File: config.mk
export PLATFORM = sky130hd
export DESIGN_NAME = sb_cfg_mux_bank
export DESIGN_NICKNAME = d
export VERILOG_FILES = /design/src/rtl/sb_cfg_mux_bank.sv
export SDC_FILE = /design/constraint.sdc
export NUM_CORES = 1
export LEC_CHECK = 0
export CORE_UTILIZATION = 30
export CTS_BUF_LIST = sky130_fd_sc_hd__clkbuf_2 sky130_fd_sc_hd__clkbuf_4 sky130_fd_sc_hd__clkbuf_8
export CTS_CLUSTER_SIZE = 14
export DETAILED_ROUTE_END_ITERATION = 8
export DONT_BUFFER_PORTS = 1
export GPL_TIMING_DRIVEN = 1
export PLACE_DENSITY_LB_ADDON = 0.05
export SYNTH_ARGS = -nofsm -noshare
export SYNTH_HDL_FRONTEND = slang
export SYNTH_SLANG_ARGS = --single-unit
File: constraint.sdc
create_clock -name prog_clk -period 1.4 [get_ports prog_clk]
set_input_delay 0.28 -clock prog_clk [delete_from_list [all_inputs] [get_ports prog_clk]]
set_output_delay 0.28 -clock prog_clk [all_outputs]
set_load 0.05 [all_outputs]
File: src/rtl/sb_cfg_mux_bank.sv
// -----------------------------------------------------------------------------
// sb_cfg_mux_bank
//
// Switch-block routing stage: N_MUX output muxes, each picking one of MUX_SIZE
// track/pin inputs. Every mux selector is double-buffered. A shadow bank is
// written through a valid/ready word port. A commit then copies the shadow
// bank into the active bank, one entry per cycle. Only the active bank steers
// the fabric, so partially written configurations never reach mux_out.
//
// Optional feature macro: CFG_READBACK_EN
//   When defined, adds a registered readback port for the active bank
//   (rb_addr in, rb_data out, 1-cycle latency, 0 for out-of-range addresses).
//
// Ports
//   prog_clk    in   1               configuration/system clock
//   prog_rst_n  in   1               synchronous active-low reset
//   cfg_valid   in   1               write request
//   cfg_ready   out  1               write accepted when cfg_valid && cfg_ready
//   cfg_addr    in   ADDR_W          target mux index
//   cfg_data    in   SEL_W           selector value
//   cfg_commit  in   1               request shadow->active copy (sampled in idle)
//   cfg_busy    out  1               commit in progress
//   cfg_err     out  1               sticky: bad address or selector seen
//   mux_in      in   N_MUX*MUX_SIZE  mux k input j at bit k*MUX_SIZE+j
//   mux_out     out  N_MUX           mux k output
//   rb_addr     in   ADDR_W          (CFG_READBACK_EN) active-bank read index
//   rb_data     out  SEL_W           (CFG_READBACK_EN) registered read data
// -----------------------------------------------------------------------------
module sb_cfg_mux_bank #(
  parameter int unsigned N_MUX    = 12,
  parameter int unsigned MUX_SIZE = 8,
  parameter int unsigned SEL_W    = 3,
  parameter int unsigned ADDR_W   = 4
) (
  input  logic                      prog_clk,
  input  logic                      prog_rst_n,
  input  logic                      cfg_valid,
  output logic                      cfg_ready,
  input  logic [ADDR_W-1:0]         cfg_addr,
  input  logic [SEL_W-1:0]          cfg_data,
  input  logic                      cfg_commit,
  output logic                      cfg_busy,
  output logic                      cfg_err,
  input  logic [N_MUX*MUX_SIZE-1:0] mux_in,
  output logic [N_MUX-1:0]          mux_out
`ifdef CFG_READBACK_EN
  ,
  input  logic [ADDR_W-1:0]         rb_addr,
  output logic [SEL_W-1:0]          rb_data
`endif
);

  // One spare bit so the counter can hold N_MUX without wrapping.
  localparam int unsigned CNT_W = $clog2(N_MUX) + 1;
  localparam logic [CNT_W-1:0] LastIdx = CNT_W'(N_MUX - 1);
  localparam logic [MUX_SIZE-1:0] SelBase = {{(MUX_SIZE-1){1'b0}}, 1'b1};

  typedef enum logic [0:0] {StIdle, StCommit} state_e;

  state_e           state_q, state_d;
  logic [CNT_W-1:0] cnt_q, cnt_d;
  logic             err_q, err_d;
  logic [SEL_W-1:0] shadow_q [N_MUX];
  logic [SEL_W-1:0] shadow_d [N_MUX];
  logic [SEL_W-1:0] active_q [N_MUX];
  logic [SEL_W-1:0] active_d [N_MUX];

  logic wr_bad;

  // A write is rejected if it targets a nonexistent mux or selects an input
  // the mux does not have; the handshake still completes.
  assign wr_bad = (32'(cfg_addr) >= N_MUX) || (32'(cfg_data) >= MUX_SIZE);

  // ---------------------------------------------------------------------------
  // Next-state and handshake outputs
  // ---------------------------------------------------------------------------
  always_comb begin
    state_d   = state_q;
    cnt_d     = cnt_q;
    err_d     = err_q;
    shadow_d  = shadow_q;
    active_d  = active_q;
    cfg_ready = 1'b0;
    cfg_busy  = 1'b0;

    unique case (state_q)
      StIdle: begin
        cfg_ready = 1'b1;
        // cfg_ready is constant 1 here, so cfg_valid alone marks a handshake.
        if (cfg_valid) begin
          if (wr_bad) begin
            err_d = 1'b1;
          end else begin
            for (int unsigned k = 0; k < N_MUX; k++) begin
              if (32'(cfg_addr) == k) begin
                shadow_d[k] = cfg_data;
              end
            end
          end
        end
        // A same-cycle write lands in shadow on this edge, so the copy that
        // starts next cycle already sees it. The error clear overrides a set.
        if (cfg_commit) begin
          state_d = StCommit;
          cnt_d   = '0;
          err_d   = 1'b0;
        end
      end

      StCommit: begin
        cfg_busy = 1'b1;
        for (int unsigned k = 0; k < N_MUX; k++) begin
          if (32'(cnt_q) == k) begin
            active_d[k] = shadow_q[k];
          end
        end
        if (cnt_q == LastIdx) begin
          state_d = StIdle;
          cnt_d   = '0;
        end else begin
          cnt_d = cnt_q + 1'b1;
        end
      end

      default: begin
        state_d = StIdle;
        cnt_d   = '0;
      end
    endcase
  end

  // ---------------------------------------------------------------------------
  // State registers (synchronous active-low reset)
  // ---------------------------------------------------------------------------
  always_ff @(posedge prog_clk) begin
    if (!prog_rst_n) begin
      state_q <= StIdle;
      cnt_q   <= '0;
      err_q   <= 1'b0;
      for (int unsigned k = 0; k < N_MUX; k++) begin
        shadow_q[k] <= '0;
        active_q[k] <= '0;
      end
    end else begin
      state_q  <= state_d;
      cnt_q    <= cnt_d;
      err_q    <= err_d;
      shadow_q <= shadow_d;
      active_q <= active_d;
    end
  end

  assign cfg_err = err_q;

  // ---------------------------------------------------------------------------
  // Routing muxes: purely combinational from the active bank and mux_in.
  // ---------------------------------------------------------------------------
  for (genvar k = 0; k < N_MUX; k++) begin : g_mux
    logic [MUX_SIZE-1:0] row;
    logic [MUX_SIZE-1:0] sel_oh;
    logic                sel_ok;

    assign row    = mux_in[k*MUX_SIZE +: MUX_SIZE];
    assign sel_oh = SelBase << active_q[k];
    // Out-of-range selectors cannot be written, but still drive a defined 0.
    assign sel_ok = (32'(active_q[k]) < MUX_SIZE);
    assign mux_out[k] = sel_ok & (|(row & sel_oh));
  end

`ifdef CFG_READBACK_EN
  // ---------------------------------------------------------------------------
  // Registered readback of the active bank.
  // ---------------------------------------------------------------------------
  logic [SEL_W-1:0] rb_q, rb_d;

  always_comb begin
    rb_d = '0;
    for (int unsigned k = 0; k < N_MUX; k++) begin
      if (32'(rb_addr) == k) begin
        rb_d = active_q[k];
      end
    end
  end

  always_ff @(posedge prog_clk) begin
    if (!prog_rst_n) begin
      rb_q <= '0;
    end else begin
      rb_q <= rb_d;
    end
  end

  assign rb_data = rb_q;
`endif

endmodule

# --- Word level (Yosys, flattened, before mapping) ---
# Cells that the tools add are included.
# W data, S select, Z words.
classes:
  n_addsub: 1
  magnitude_cmp: 1
  eq_ne: 23
  shifts: 12
  mux: 11
  bitwise: 14
  n_reduce_logical: 41
ops:
  columns: ["op", "count"]
  rows:
  - ["$and A8 B8 Y8", 12]
  - ["$reduce_or A8 Y1", 12]
  - ["$shl A1 B3 Y8 const A", 12]
  - ["$reduce_and A4 Y1", 12]
  - ["$reduce_and A2 Y1", 12]
  - ["$eq A5 B3 Y1 const B", 4]
  - ["$eq A5 B4 Y1 const B", 4]
  - ["$eq A4 B3 Y1 const B", 4]
  - ["$eq A4 B4 Y1 const B", 4]
  - ["$eq A5 B2 Y1 const B", 2]
  - ["$mux W5", 2]
  - ["$pmux W5 S2", 1]
  - ["$eq A4 B2 Y1 const B", 2]
  - ["$mux W1", 7]
  - ["$add A5 B1 Y5 const B", 1]
  - ["$eq A5 B1 Y1 const B", 1]
  - ["$logic_not A5 Y1", 1]
  - ["$eq A4 B1 Y1 const B", 1]
  - ["$ge A4 B4 Y1 const B", 1]
  - ["$logic_not A4 Y1", 1]
  - ["$reduce_bool A2 Y1", 2]
  - ["$reduce_and A3 Y1", 1]
  - ["$ne A2 B2 Y1 const B", 1]
  - ["$not A1 Y1", 2]
  - ["$pmux W1 S2", 1]
totals:
  regBits: 79
  in_bits: 107

# --- Longest topological paths before layout ---
# Gate-level depths: netlist (run 1).
depth:
  depth_word: 4
  depth_mapped: 5
  depth_no_buf: 4

# --- Worst setup path after synthesis (run 1) ---
# No wires, ideal clock.
synth_timing:
  kind: "reg-to-reg"
  startpoint: "register state_q"
  endpoint: "register cnt_q[4]"
  setup_ps: 76
  arrival_ps: 1653
  path_slack_ps: -328
  stages_incl_launch_ff: 4
  n_path_buf: 0
  period_less_slack_ps: 1728
  cell_sequence: "dfxtp_1 -> inv_1 -> or3_1 -> a21boi_0"
synth_via:
  elab_chain_len: 2
synth_lines:
  columns: ["element", "line_no", "text"]
  rows:
  - ["start: declaration", "60", "state_e state_q, state_d;"]
  - ["start signal: assignment", "137", "state_q <= StIdle;"]
  - ["start signal: assignment", "145", "state_q <= state_d;"]
  - ["$not A1 Y1 (no source line)", null, null]
  - ["$pmux W5 S2 / $ne A2 B2 Y1 (equally long branches)", null, null]
  - ["end signal: assignment", "146", "cnt_q <= cnt_d;"]
  - ["end: declaration", "61", "logic [CNT_W-1:0] cnt_q, cnt_d;"]
# Several ways; a longest one is shown, not always the timed one.
# A chain may end at the register's enable or synchronous reset.

# --- Worst setup path in the final report (run 1) ---
layout_timing:
  startpoint: "register active_q[25] (netlist name)"
  endpoint: "output port mux_out[3]"
layout_via:
  elab_chain_len: 3
layout_lines:
  columns: ["element", "line_no", "text"]
  rows:
  - ["start: declaration", "65", "logic [SEL_W-1:0] active_q [N_MUX];"]
  - ["start signal: assignment", "149", "active_q <= active_d;"]
  - ["$shl A1 B3 Y8", "164", "assign sel_oh = SelBase << active_q[k];"]
  - ["$and A8 B8 Y8", "167", "assign mux_out[k] = sel_ok & (|(row & sel_oh));"]
  - ["$reduce_or A8 Y1", "167", null]
  - ["end: declaration", "45", "output logic [N_MUX-1:0] mux_out"]
# Every way passes these cells.

==> qor_table.md, run 1 <==
| Step | Quantity | This run |
|---|---|---|
| timing | Fin crit period | 1.88 ns |
| layout | Signed area change from the synthesized netlist to the final layout | 15.4% |
| global routing | Global Route Usage Sum | 0.138 |
| setup path | Endpoint class of the critical path | output port |
| synth | Area fraction of the dominant cell type after synthesis | 0.418 |
| floorplan | Initial standard-cell utilization of the core | 0.311 |
| setup path | Crit path cell chain | mux4_2, mux2_4 |
| setup path | Reg-to-reg startpoint | cnt_q[2] |
| power | NetSw | 1.06 mW |
| timing | Number of endpoints with negative hold slack in the final report | 0 |
| synth | Unique masters post-synth | 34 |
| placed design | Quantity of I/O buffers inserted on ports | 0 |
| setup path | Cell count of the worst reg-to-reg path | 3 |
| global routing | Remaining Overflow, GRT | 0 |
| detailed routing | Final routed wirelength across all metal layers | 8620 um |
| setup path | Classification of the worst setup path | reg -> out |
| synth | Post-synthesis cell area | 3780 um^2 |
| hold path | Count of cells along the worst hold path | 2 |
| synth | Cell with the most instances after synthesis | sky130_fd_sc_hd__nand2_1 |
| detailed routing | Number of vias in the routed layout | 2539 |
| placed design | Placement-stage worst setup slack | -0.0919 ns |
| setup path | CP Max Fanout | 3 |
| layout | Fill cell count | 1233 |
| synth | Cells taking the most area after synthesis | sky130_fd_sc_hd__dfxtp_1 (42%), sky130_fd_sc_hd__mux2i_1 (19%), sky130_fd_sc_hd__mux4_2 (14%) |
| clocking | Clock-pin slew on the worst setup and hold paths | 0.08 ns |
| timing | Final period util | 1.34 |
| clocking | CTS tree | built |
| global routing | Antenna violations before repair | 0 |
| floorplan | Die span in x | 114 um |
| timing | Setup TNS | -5.57 ns |
| detailed routing | Average routed wire per standard cell | 16.5 um |
| hold path | Class of the tightest hold or removal check | in -> reg |
| synth | Total nets after synthesis | 452 |
| synth | Async S/R FF share, synth | 0 |
| clocking | Clock insertion delay at the later pin of the skew report | 0.37 ns |
| setup path | Reg-to-reg slack, setup | 0.07 ns |
| synth | Gate Count Post-Synth | 341 |
| power | Maximum vdd ir drop | 577 uV |
| power | Internal | 3.53 mW |
| clocking | CTS Buf Count | 9 |
| placed design | Final GP Congestion | 0.688 |
| power | Standby leakage power | 1.88 nW |
| detailed routing | Count of routing violations after the opening detailed-route iteration | 75 |
| detailed routing | Post-detailed-route DRC marker count | 0 |
| status | Result of the run | finished with violations |
| timing | Final Hold Slack | 0.0466 ns |
| hold path | Destination of the worst hold path | cfg_err |
| setup path | Highest cell delay on the worst timing path | 0.50 ns |
| run | Number of max-capacitance violations reported | 0 |
| setup path | Endpoint of the most critical register-to-register path | active_q[22] |
| detailed routing | DR pass1 iterations | 4 |
| power | Share of total power in the clock network | 0.435 |
| global routing | Vias in the first global route | 2646 |
| floorplan | Core Area | 12200 um^2 |
| layout | Final net count | 461 |
| timing | Max Clock Freq | 533 MHz |
| setup path | Slowest stage cell on the critical path | sky130_fd_sc_hd__mux4_2 |
| global routing | First-pass GRT wire length | 13600 um |
| layout | Final core utilization | 0.359 |
| floorplan | Total I/O pin count | 122 |
| clocking | Clk sinks | 79 |
| clocking | H-Tree Depth | 3 |
| layout | Share of cells above drive strength 1 | 0.259 |
| clocking | Cell chosen for the clock root | sky130_fd_sc_hd__clkbuf_8 |
| clocking | Cts-stage hold buffer count | 0 |
| timing | Max Slew Vio Count | 0 |
| detailed routing | Post-detailed-route via-to-cell ratio | 4.85 |
| synth | Synthesis warning total | 0 |
| detailed routing | Detail Route Antenna Nets | 0 |
| synth | Area leader, netlist | sky130_fd_sc_hd__dfxtp_1 |
| power | Power per standard cell area | 1050 nW/um^2 |
| synth | Flop and latch count out of synthesis | 79 |
| status | Violated checks | negative setup slack |
| timing | Final setup vio count | 12 |
| layout | Antenna diode instance count | 0 |
| global routing | Pin count of the biggest net entering global routing | 82 |
| timing | Measured slew at the worst slew-check pin | 0.455 ns |
| setup path | Worst Path Required | 1.12 ns |
| synth | Number of enable flip-flop cells after synthesis | 0 |
| power | Flop pwr share | 0.492 |
| setup path | Largest delay contributor family on the critical path | multiplexers |
| placed design | Half-perimeter wire length after placement | 6100 um |
| power | Net switching share of the total power | 0.230 |
| setup path | Buffer and inverter count on the worst path | 0 |
| floorplan | Floorplan row count | 40 |
| synth | Post-synthesis sequential area ratio | 0.418 |
| timing | Worst-case clock skew | 0.00726 ns |
| timing | Max-Slew Margin vs Limit | 0.696 |
| setup path | Startpoint Class | flip-flop |
| clocking | Maximum count of clock buffers along a single path | 2 |
| floorplan | Die Area | 13100 um^2 |
| timing | Worst Slack Setup Final | -0.477 ns |
| setup path | Worst path arrival time | 1.60 ns |
| synth | Average size of a mapped cell | 11.1 um^2 |
| synth | Primary FF master, synth | sky130_fd_sc_hd__dfxtp_1 |
| power | Proportion of power drawn by combinational gates | 0.073 |
| floorplan | Die H | 114 um |
| timing | Unrepaired setup endpoints after global routing | yes |
| synth | Post-synth top cells | sky130_fd_sc_hd__nand2_1 (87), sky130_fd_sc_hd__dfxtp_1 (79), sky130_fd_sc_hd__mux2i_1 (73) |
| hold path | Start point of the worst min-delay path | prog_rst_n |
## metrics by stage
| step | instances | total power, mW | area, um^2 |
|---|---|---|---|
| 2_1_floorplan | 341 | 2.62 | 3840 |
| 3_3_place_gp | 503 | 2.65 | 4050 |
| 3_5_place_dp | 503 | 2.65 | 4050 |
| 4_1_cts | 521 | 4.67 | 4300 |
| 5_1_grt | 523 | 4.79 | 4360 |
| 6_report | 523 | 4.59 | 4360 |
## cell usage in the layout, fill, tap and decap left out, types with 2 or more instances in the layout
master                      instances
sky130_fd_sc_hd__dfxtp_2            6
sky130_fd_sc_hd__dfxtp_4            9
sky130_fd_sc_hd__nand4_1            9
sky130_fd_sc_hd__bufinv_16          2
sky130_fd_sc_hd__dfxtp_1           64
sky130_fd_sc_hd__mux2_4            12
sky130_fd_sc_hd__ha_1               3
sky130_fd_sc_hd__mux4_2            24
sky130_fd_sc_hd__clkbuf_8          11
sky130_fd_sc_hd__inv_1              3
sky130_fd_sc_hd__nor2_1             3
sky130_fd_sc_hd__clkbuf_4           2
sky130_fd_sc_hd__nand2_1           86
sky130_fd_sc_hd__and4bb_2           2
sky130_fd_sc_hd__and4_1             2
sky130_fd_sc_hd__nand3_1            7
sky130_fd_sc_hd__buf_4             13
sky130_fd_sc_hd__mux2i_1           73
## flip-flops by register name, summed over array words and instances (netlist names)
register / cells
shadow_q: 36
cnt_q: 5
active_q: 36
state_q: 1
cfg_err: 1
## logic make-up after synthesis
family | share of synthesized area
flip-flops | 0.418
adder cells (fa/ha/maj) | 0.0132
buffers and inverters | 0.0255
AO/OA/AOI/OAI | 0.0179
AND/OR/NAND/NOR | 0.151
multiplexers | 0.375
## metal layers
metal | track usage | routed length, um | up-vias
met5 | 0 | 0 | -
met4 | 0.0442 | 83 | 0
met3 | 0.0503 | 548 | 5
met2 | 0.227 | 4090 | 76
met1 | 0.168 | 3890 | 1207
li1 | - | - | 1251
## area by class of cell
cell class | count | area (um^2) | area share
Multi-Input combinational cell | 242 | 2160 | 0.496
Sequential cell | 79 | 1620 | 0.372
Tap cell | 168 | 210 | 0.0482
Clock buffer | 13 | 166 | 0.0381
Timing Repair Buffer | 15 | 124 | 0.0284
Clock inverter | 3 | 65.1 | 0.0149
Inverter | 3 | 11.3 | 0.00258
## how the worst max path moves through the flow
stage | from | end | slack [ns] | cells past startpoint
3_3_place_gp | active_q[34] | mux_out[0] | -0.08 | 2
3_5_place_dp | active_q[25] | mux_out[3] | -0.09 | 2
4_1_cts | active_q[25] | mux_out[3] | -0.52 | 2
5_1_grt | active_q[1] | mux_out[11] | -0.53 | 2
6_report | active_q[25] | mux_out[3] | -0.48 | 2
2_1_floorplan | active_q[34] | mux_out[0] | -0.06 | 2
## what timing repair did
item,4_1_cts,5_1_grt
endpoints found under the setup margin,18,31
pin swaps,1,2
setup buffers,2,2
gates resized for setup,2,15
## power groups by stage
stage	sequential (mW)	clock, mW	combinational (mW)
floorplan	2.33	0	0.288
global placement	2.33	0	0.323
detailed placement	2.33	0	0.324
CTS	2.27	2.07	0.330
global route	2.26	2.17	0.358
finish	2.26	2.00	0.336
Power figures use the tool's default switching activity.
==> run 2, diff against run 1 <==
--- a/config.mk
+++ b/config.mk
@@ -6,7 +6,7 @@
 export NUM_CORES = 1
 export LEC_CHECK = 0
 export CORE_UTILIZATION = 30
-export CTS_BUF_LIST = sky130_fd_sc_hd__clkbuf_2 sky130_fd_sc_hd__clkbuf_4 sky130_fd_sc_hd__clkbuf_8
+export CTS_BUF_LIST = sky130_fd_sc_hd__clkbuf_4
 export CTS_CLUSTER_SIZE = 14
 export DETAILED_ROUTE_END_ITERATION = 8
 export DONT_BUFFER_PORTS = 1
==> run 2 against run 1 <==
The flow still finishes with violations (negative setup slack). Non-clock buffer count is 27 higher. Register-to-register slack worse by 0.03 ns. Critical path depth stayed put. Sequential share of layout area is 1.9 points lower. Sequential cell count stayed put. Final area is 5.4% higher. Worst hold slack better by 0.070 ns. Maximum frequency is 4.7% lower. Utilization is 1.9 points higher. Clock skew is 0.0061 ns higher. Die area stayed put. Critical endpoint unchanged. Largest cell class unchanged. Highest routed layer unchanged.
==> qor_table.md, run 2 (same netlist as run 1, synthesis figures left out) <==
| Step | Quantity | This run |
|---|---|---|
| power | Flop pwr share | 0.537 |
| power | Net switching share of the total power | 0.246 |
| placed design | Final GP Congestion | 0.688 |
| layout | Final net count | 488 |
| status | Violated checks | negative setup slack |
| power | NetSw | 1.03 mW |
| detailed routing | Number of vias in the routed layout | 2711 |
| setup path | Startpoint Class | flip-flop |
| layout | Final core utilization | 0.378 |
| clocking | Maximum count of clock buffers along a single path | 2 |
| timing | Setup TNS | -6.74 ns |
| timing | Worst-case clock skew | 0.0134 ns |
| layout | Commonest cells after routing, fill and taps aside | sky130_fd_sc_hd__nand2_1 (86), sky130_fd_sc_hd__mux2i_1 (73), sky130_fd_sc_hd__dfxtp_1 (64) |
| setup path | CP Max Fanout | 3 |
| power | Internal | 3.17 mW |
| clocking | Cell chosen for the clock root | sky130_fd_sc_hd__clkbuf_4 |
| placed design | Half-perimeter wire length after placement | 6100 um |
| floorplan | Die Area | 13100 um^2 |
| layout | Share of cells above drive strength 1 | 0.257 |
| timing | Max Slew Vio Count | 0 |
| power | Share of total power in the clock network | 0.368 |
| timing | Number of endpoints with negative hold slack in the final report | 0 |
| timing | Max Clock Freq | 508 MHz |
| placed design | Placement-stage worst setup slack | -0.0919 ns |
| clocking | Clock insertion delay at the later pin of the skew report | 0.45 ns |
| detailed routing | Count of routing violations after the opening detailed-route iteration | 76 |
| floorplan | Core Area | 12200 um^2 |
| placed design | Placed cells | 503 |
| global routing | Pin count of the biggest net entering global routing | 57 |
| detailed routing | Post-detailed-route via-to-cell ratio | 4.93 |
| power | Power per standard cell area | 914 nW/um^2 |
| detailed routing | Final routed wirelength across all metal layers | 9140 um |
| setup path | Endpoint class of the critical path | output port |
| timing | Worst Slack Setup Final | -0.570 ns |
| layout | Signed area change from the synthesized netlist to the final layout | 21.6% |
| layout | Non-filler instance count after layout | 550 |
| timing | Measured slew at the worst slew-check pin | 0.458 ns |
| timing | Unrepaired setup endpoints after global routing | yes |
| power | Maximum vdd ir drop | 505 uV |
| clocking | Clk sinks | 79 |
| floorplan | Die span in x | 114 um |
| floorplan | Floorplan row count | 40 |
| clocking | CTS tree | built |
| timing | Final period util | 1.41 |
| clocking | CTS Buf Count | 9 |
| clocking | Clock-pin slew on the worst setup and hold paths | 0.12 ns |
| layout | Antenna diode instance count | 0 |
| status | Result of the run | finished with violations |
| setup path | Worst Path Required | 1.12 ns |
| detailed routing | Detail Route Antenna Nets | 0 |
| floorplan | Die H | 114 um |
| setup path | Worst path arrival time | 1.69 ns |
| timing | Max-Slew Margin vs Limit | 0.694 |
| detailed routing | DR pass1 iterations | 4 |
| global routing | Vias in the first global route | 2843 |
| global routing | Antenna violations before repair | 0 |
| floorplan | Total I/O pin count | 122 |
| global routing | First-pass GRT wire length | 14400 um |
| hold path | Class of the tightest hold or removal check | in -> reg |
| layout | Most frequent standard cell in the layout excluding fill and tap cells | sky130_fd_sc_hd__nand2_1 |
| timing | Final setup vio count | 12 |
| setup path | Classification of the worst setup path | reg -> out |
| global routing | Global Route Usage Sum | 0.148 |
| placed design | Quantity of I/O buffers inserted on ports | 0 |
| timing | Fin crit period | 1.97 ns |
| detailed routing | Average routed wire per standard cell | 16.6 um |
| power | Standby leakage power | 1.92 nW |
| power | Proportion of power drawn by combinational gates | 0.094 |
| run | Number of max-capacitance violations reported | 0 |
| detailed routing | Post-detailed-route DRC marker count | 0 |
| clocking | H-Tree Depth | 3 |
| floorplan | Initial standard-cell utilization of the core | 0.311 |
| power | PnR Total Power | 4.21 mW |
| layout | Largest registers | active_q: 36 flops, shadow_q: 36 flops, cnt_q: 5 flops |
| global routing | Remaining Overflow, GRT | 0 |
-- run 2: layout make-up --
class | count | area, um^2
Timing Repair Buffer | 42 | 418
Tap cell | 168 | 210
Fill cell | 1230 | 7560
Sequential cell | 79 | 1620
Multi-Input combinational cell | 242 | 2180
Clock inverter | 5 | 72.6
Inverter | 3 | 13.8
Clock buffer | 11 | 82.6
-- run 2: worst paths after layout --
path | start | end | slack, ns | depth (start not counted)
worst max-delay path | active_q[25] | mux_out[3] | -0.57 | 2
worst max register to register | state_q | active_q[30] | 0.04 | 5
worst min-delay path | cfg_addr[2] | shadow_q[33] | 0.12 | 3
worst min register to register | shadow_q[10] | active_q[10] | 0.47 | 2
-- run 2: layer usage --
| layer | routed length [um] | GRT usage | part of all wire |
|---|---|---|---|
| met2 | 4440 | 0.251 | 0.49 |
| met4 | 96 | 0.0442 | 0.011 |
| met1 | 4010 | 0.174 | 0.44 |
| met3 | 585 | 0.0535 | 0.064 |
| met5 | 0 | 0 | 0 |
-- run 2: per-stage QoR --
stage               hold slack (ns)  instance area [um^2]
floorplan                     0.418                  3840
global placement              0.421                  4050
detailed placement            0.420                  4050
CTS                          0.0645                  4520
global route                 0.0861                  4600
finish                        0.116                  4600
-- run 2: critical path, cell delays in order (launching register included) --
cell and delay [ns]:
sky130_fd_sc_hd__dfxtp_2 0.38, sky130_fd_sc_hd__mux4_2 0.50, sky130_fd_sc_hd__mux2_4 0.37
-- run 2: power by group through the flow --
stage / clock network (mW) / logic [mW] / registers, mW
6_report: 1.55 / 0.397 / 2.26
5_1_grt: 1.74 / 0.424 / 2.26
4_1_cts: 1.64 / 0.388 / 2.27
3_5_place_dp: 0 / 0.324 / 2.33
3_3_place_gp: 0 / 0.323 / 2.33
2_1_floorplan: 0 / 0.288 / 2.33
-- run 2: what timing repair did --
action	CTS	global route
buffers inserted	4	2
gates resized for setup	8	20
hold buffers	25	0
pin swaps	1	3
setup endpoints to repair	18	49
gates cloned	0	0
endpoints found under the hold margin	76	0
==> run 3, diff against run 2 <==
--- a/config.mk
+++ b/config.mk
@@ -5,7 +5,7 @@
 export SDC_FILE = /design/constraint.sdc
 export NUM_CORES = 1
 export LEC_CHECK = 0
-export CORE_UTILIZATION = 30
+export CORE_UTILIZATION = 50
 export CTS_BUF_LIST = sky130_fd_sc_hd__clkbuf_4
 export CTS_CLUSTER_SIZE = 14
 export DETAILED_ROUTE_END_ITERATION = 8
==> run 3 against run 2 <==
The flow still finishes with violations (negative setup slack). Non-clock buffer count down 22. Sequential share of layout area rose by 3.1 points. Clock skew is essentially flat. Combinational power down 6.5%. Global-route usage increased by 6.6 points. Worst hold slack got worse by 0.086 ns. Maximum frequency is 0.34% higher. Setup slack better by 0.0067 ns. Via count decreased by 3.4%. Final area fell by 8.2%. Critical endpoint is now mux_out[9].
==> qor_table.md, run 3 (same netlist as run 1, synthesis figures left out) <==
| Step | Quantity | This run |
|---|---|---|
| placed design | Quantity of I/O buffers inserted on ports | 0 |
| floorplan | Core Area | 7290 um^2 |
| clocking | Maximum count of clock buffers along a single path | 2 |
| setup path | Cell count of the worst reg-to-reg path | 4 |
| setup path | Worst setup path start | active_q[7] |
| setup path | CP Max Fanout | 3 |
| layout | Area of all placed cells without fillers | 4230 um^2 |
| status | Violated checks | negative setup slack |
| global routing | Pin count of the biggest net entering global routing | 43 |
| timing | Fin crit period | 1.96 ns |
| timing | Final period util | 1.40 |
| setup path | Worst path arrival time | 1.68 ns |
| global routing | Remaining Overflow, GRT | 0 |
| run | Number of max-capacitance violations reported | 0 |
| placed design | Final GP Congestion | 0.764 |
| setup path | Worst Path Required | 1.12 ns |
| floorplan | Initial standard-cell utilization of the core | 0.519 |
| floorplan | Die H | 89.0 um |
| layout | Non-filler instance count after layout | 459 |
| global routing | Antenna violations before repair | 0 |
| power | Standby leakage power | 1.86 nW |
| layout | Commonest cells after routing, fill and taps aside | sky130_fd_sc_hd__nand2_1 (87), sky130_fd_sc_hd__mux2i_1 (73), sky130_fd_sc_hd__dfxtp_1 (66) |
| setup path | Reg-to-reg startpoint | cnt_q[1] |
| floorplan | Floorplan row count | 31 |
| timing | Final Hold Slack | 0.0307 ns |
| detailed routing | Post-detailed-route via-to-cell ratio | 5.71 |
| timing | Worst-case clock skew | 0.0138 ns |
| setup path | Endpoint class of the critical path | output port |
| global routing | Global Route Usage Sum | 0.213 |
| setup path | Startpoint Class | flip-flop |
| layout | Antenna diode instance count | 0 |
| floorplan | Total I/O pin count | 122 |
| clocking | CTS Buf Count | 9 |
| detailed routing | Count of routing violations after the opening detailed-route iteration | 84 |
| timing | Final setup vio count | 12 |
| timing | Worst Slack Setup Final | -0.563 ns |
| setup path | Endpoint of the most critical register-to-register path | cnt_q[4] |
| timing | Max Clock Freq | 509 MHz |
| detailed routing | Final routed wirelength across all metal layers | 8150 um |
| setup path | Classification of the worst setup path | reg -> out |
| global routing | Vias in the first global route | 2542 |
| power | Power per standard cell area | 936 nW/um^2 |
| power | Maximum vdd ir drop | 632 uV |
| timing | Unrepaired setup endpoints after global routing | yes |
| detailed routing | DR pass1 iterations | 4 |
| layout | Combined area of the multi-input logic cells | 2150 um^2 |
| detailed routing | Post-detailed-route DRC marker count | 0 |
| clocking | Cell chosen for the clock root | sky130_fd_sc_hd__clkbuf_4 |
| timing | Max-Slew Margin vs Limit | 0.645 |
| clocking | Clock-pin slew on the worst setup and hold paths | 0.12 ns |
| timing | Number of endpoints with negative hold slack in the final report | 0 |
| hold path | Class of the tightest hold or removal check | in -> reg |
| layout | Final core utilization | 0.579 |
| layout | FF/Latch Area | 1620 um^2 |
| floorplan | Die Area | 7920 um^2 |
| layout | Share of cells above drive strength 1 | 0.247 |
| layout | Most frequent standard cell in the layout excluding fill and tap cells | sky130_fd_sc_hd__nand2_1 |
| floorplan | Die span in x | 89.0 um |
| detailed routing | Average routed wire per standard cell | 17.7 um |
| detailed routing | Detail Route Antenna Nets | 0 |
| placed design | Placed cells | 432 |
| setup path | Reg-to-reg slack, setup | 0.09 ns |
| layout | Largest registers | active_q: 36 flops, shadow_q: 36 flops, cnt_q: 5 flops |
| detailed routing | Number of vias in the routed layout | 2620 |
| layout | Final net count | 466 |
| layout | Signed area change from the synthesized netlist to the final layout | 11.7% |
| timing | Max Slew Vio Count | 0 |
| layout | Fill cell count | 713 |
| placed design | Post-detailed-placement cell area | 3950 um^2 |
| global routing | First-pass GRT wire length | 12300 um |
| clocking | Clock insertion delay at the later pin of the skew report | 0.42 ns |
| placed design | Half-perimeter wire length after placement | 5450 um |
| timing | Measured slew at the worst slew-check pin | 0.531 ns |
| status | Result of the run | finished with violations |
| clocking | CTS tree | built |
| setup path | Last element of the critical path | mux_out[9] |
| clocking | Clk sinks | 79 |
| clocking | H-Tree Depth | 3 |
| power | PnR Total Power | 3.95 mW |
## run 3: worst min-delay path by stage
stage                           from            to  slack, ns  cells after the start
final                     prog_rst_n  active_q[31]       0.03                      2
after global routing      prog_rst_n  active_q[16]      0.002                      2
after CTS                 prog_rst_n  active_q[14]     0.0001                      2
after floorplan           cfg_commit       state_q       0.42                      1
after global placement    cfg_commit       state_q       0.42                      1
after detailed placement  cfg_commit       state_q       0.42                      1
## run 3: metrics by stage
step	TNS [ns]	worst slack, ns
finish	-6.39	-0.563
global route	-7.24	-0.625
CTS	-6.86	-0.607
detailed placement	-1.01	-0.111
global placement	-0.804	-0.0706
floorplan	-0.740	-0.0589
## run 3: layer usage
metal  share of wire  track usage  up-vias
met5               0            0        -
met4           0.010       0.0606        0
met3           0.062       0.0656        9
met2            0.51        0.383       77
met1            0.42        0.246     1259
li1                -            -     1275
## run 3: cell type report
type / count / share of cell area
Clock inverter: 5 / 0.0115
Inverter: 3 / 0.00267
Multi-Input combinational cell: 242 / 0.510
Timing Repair Buffer: 20 / 0.0429
Tap cell: 99 / 0.0293
Clock buffer: 11 / 0.0195
Sequential cell: 79 / 0.384
## run 3: critical path, cell delays in order (launching register included)
cell,delay [ns]
sky130_fd_sc_hd__dfxtp_4,0.38
sky130_fd_sc_hd__mux4_2,0.51
sky130_fd_sc_hd__mux2_4,0.37
## run 3: timing repair
| action | 4_1_cts | 5_1_grt |
|---|---|---|
| pin swaps | 0 | 1 |
| setup buffers | 1 | 3 |
| hold endpoints to repair | 38 | 5 |
| endpoints found under the setup margin | 14 | 32 |
| resized for setup | 3 | 11 |
| hold buffers | 5 | 2 |
## run 3: power breakdown
part | switching, mW | internal [mW] | leakage [nW]
clock | 0.755 | 0.572 | 0.0780
combinational | 0.217 | 0.154 | 1.14
sequential | 0.0124 | 2.25 | 0.647
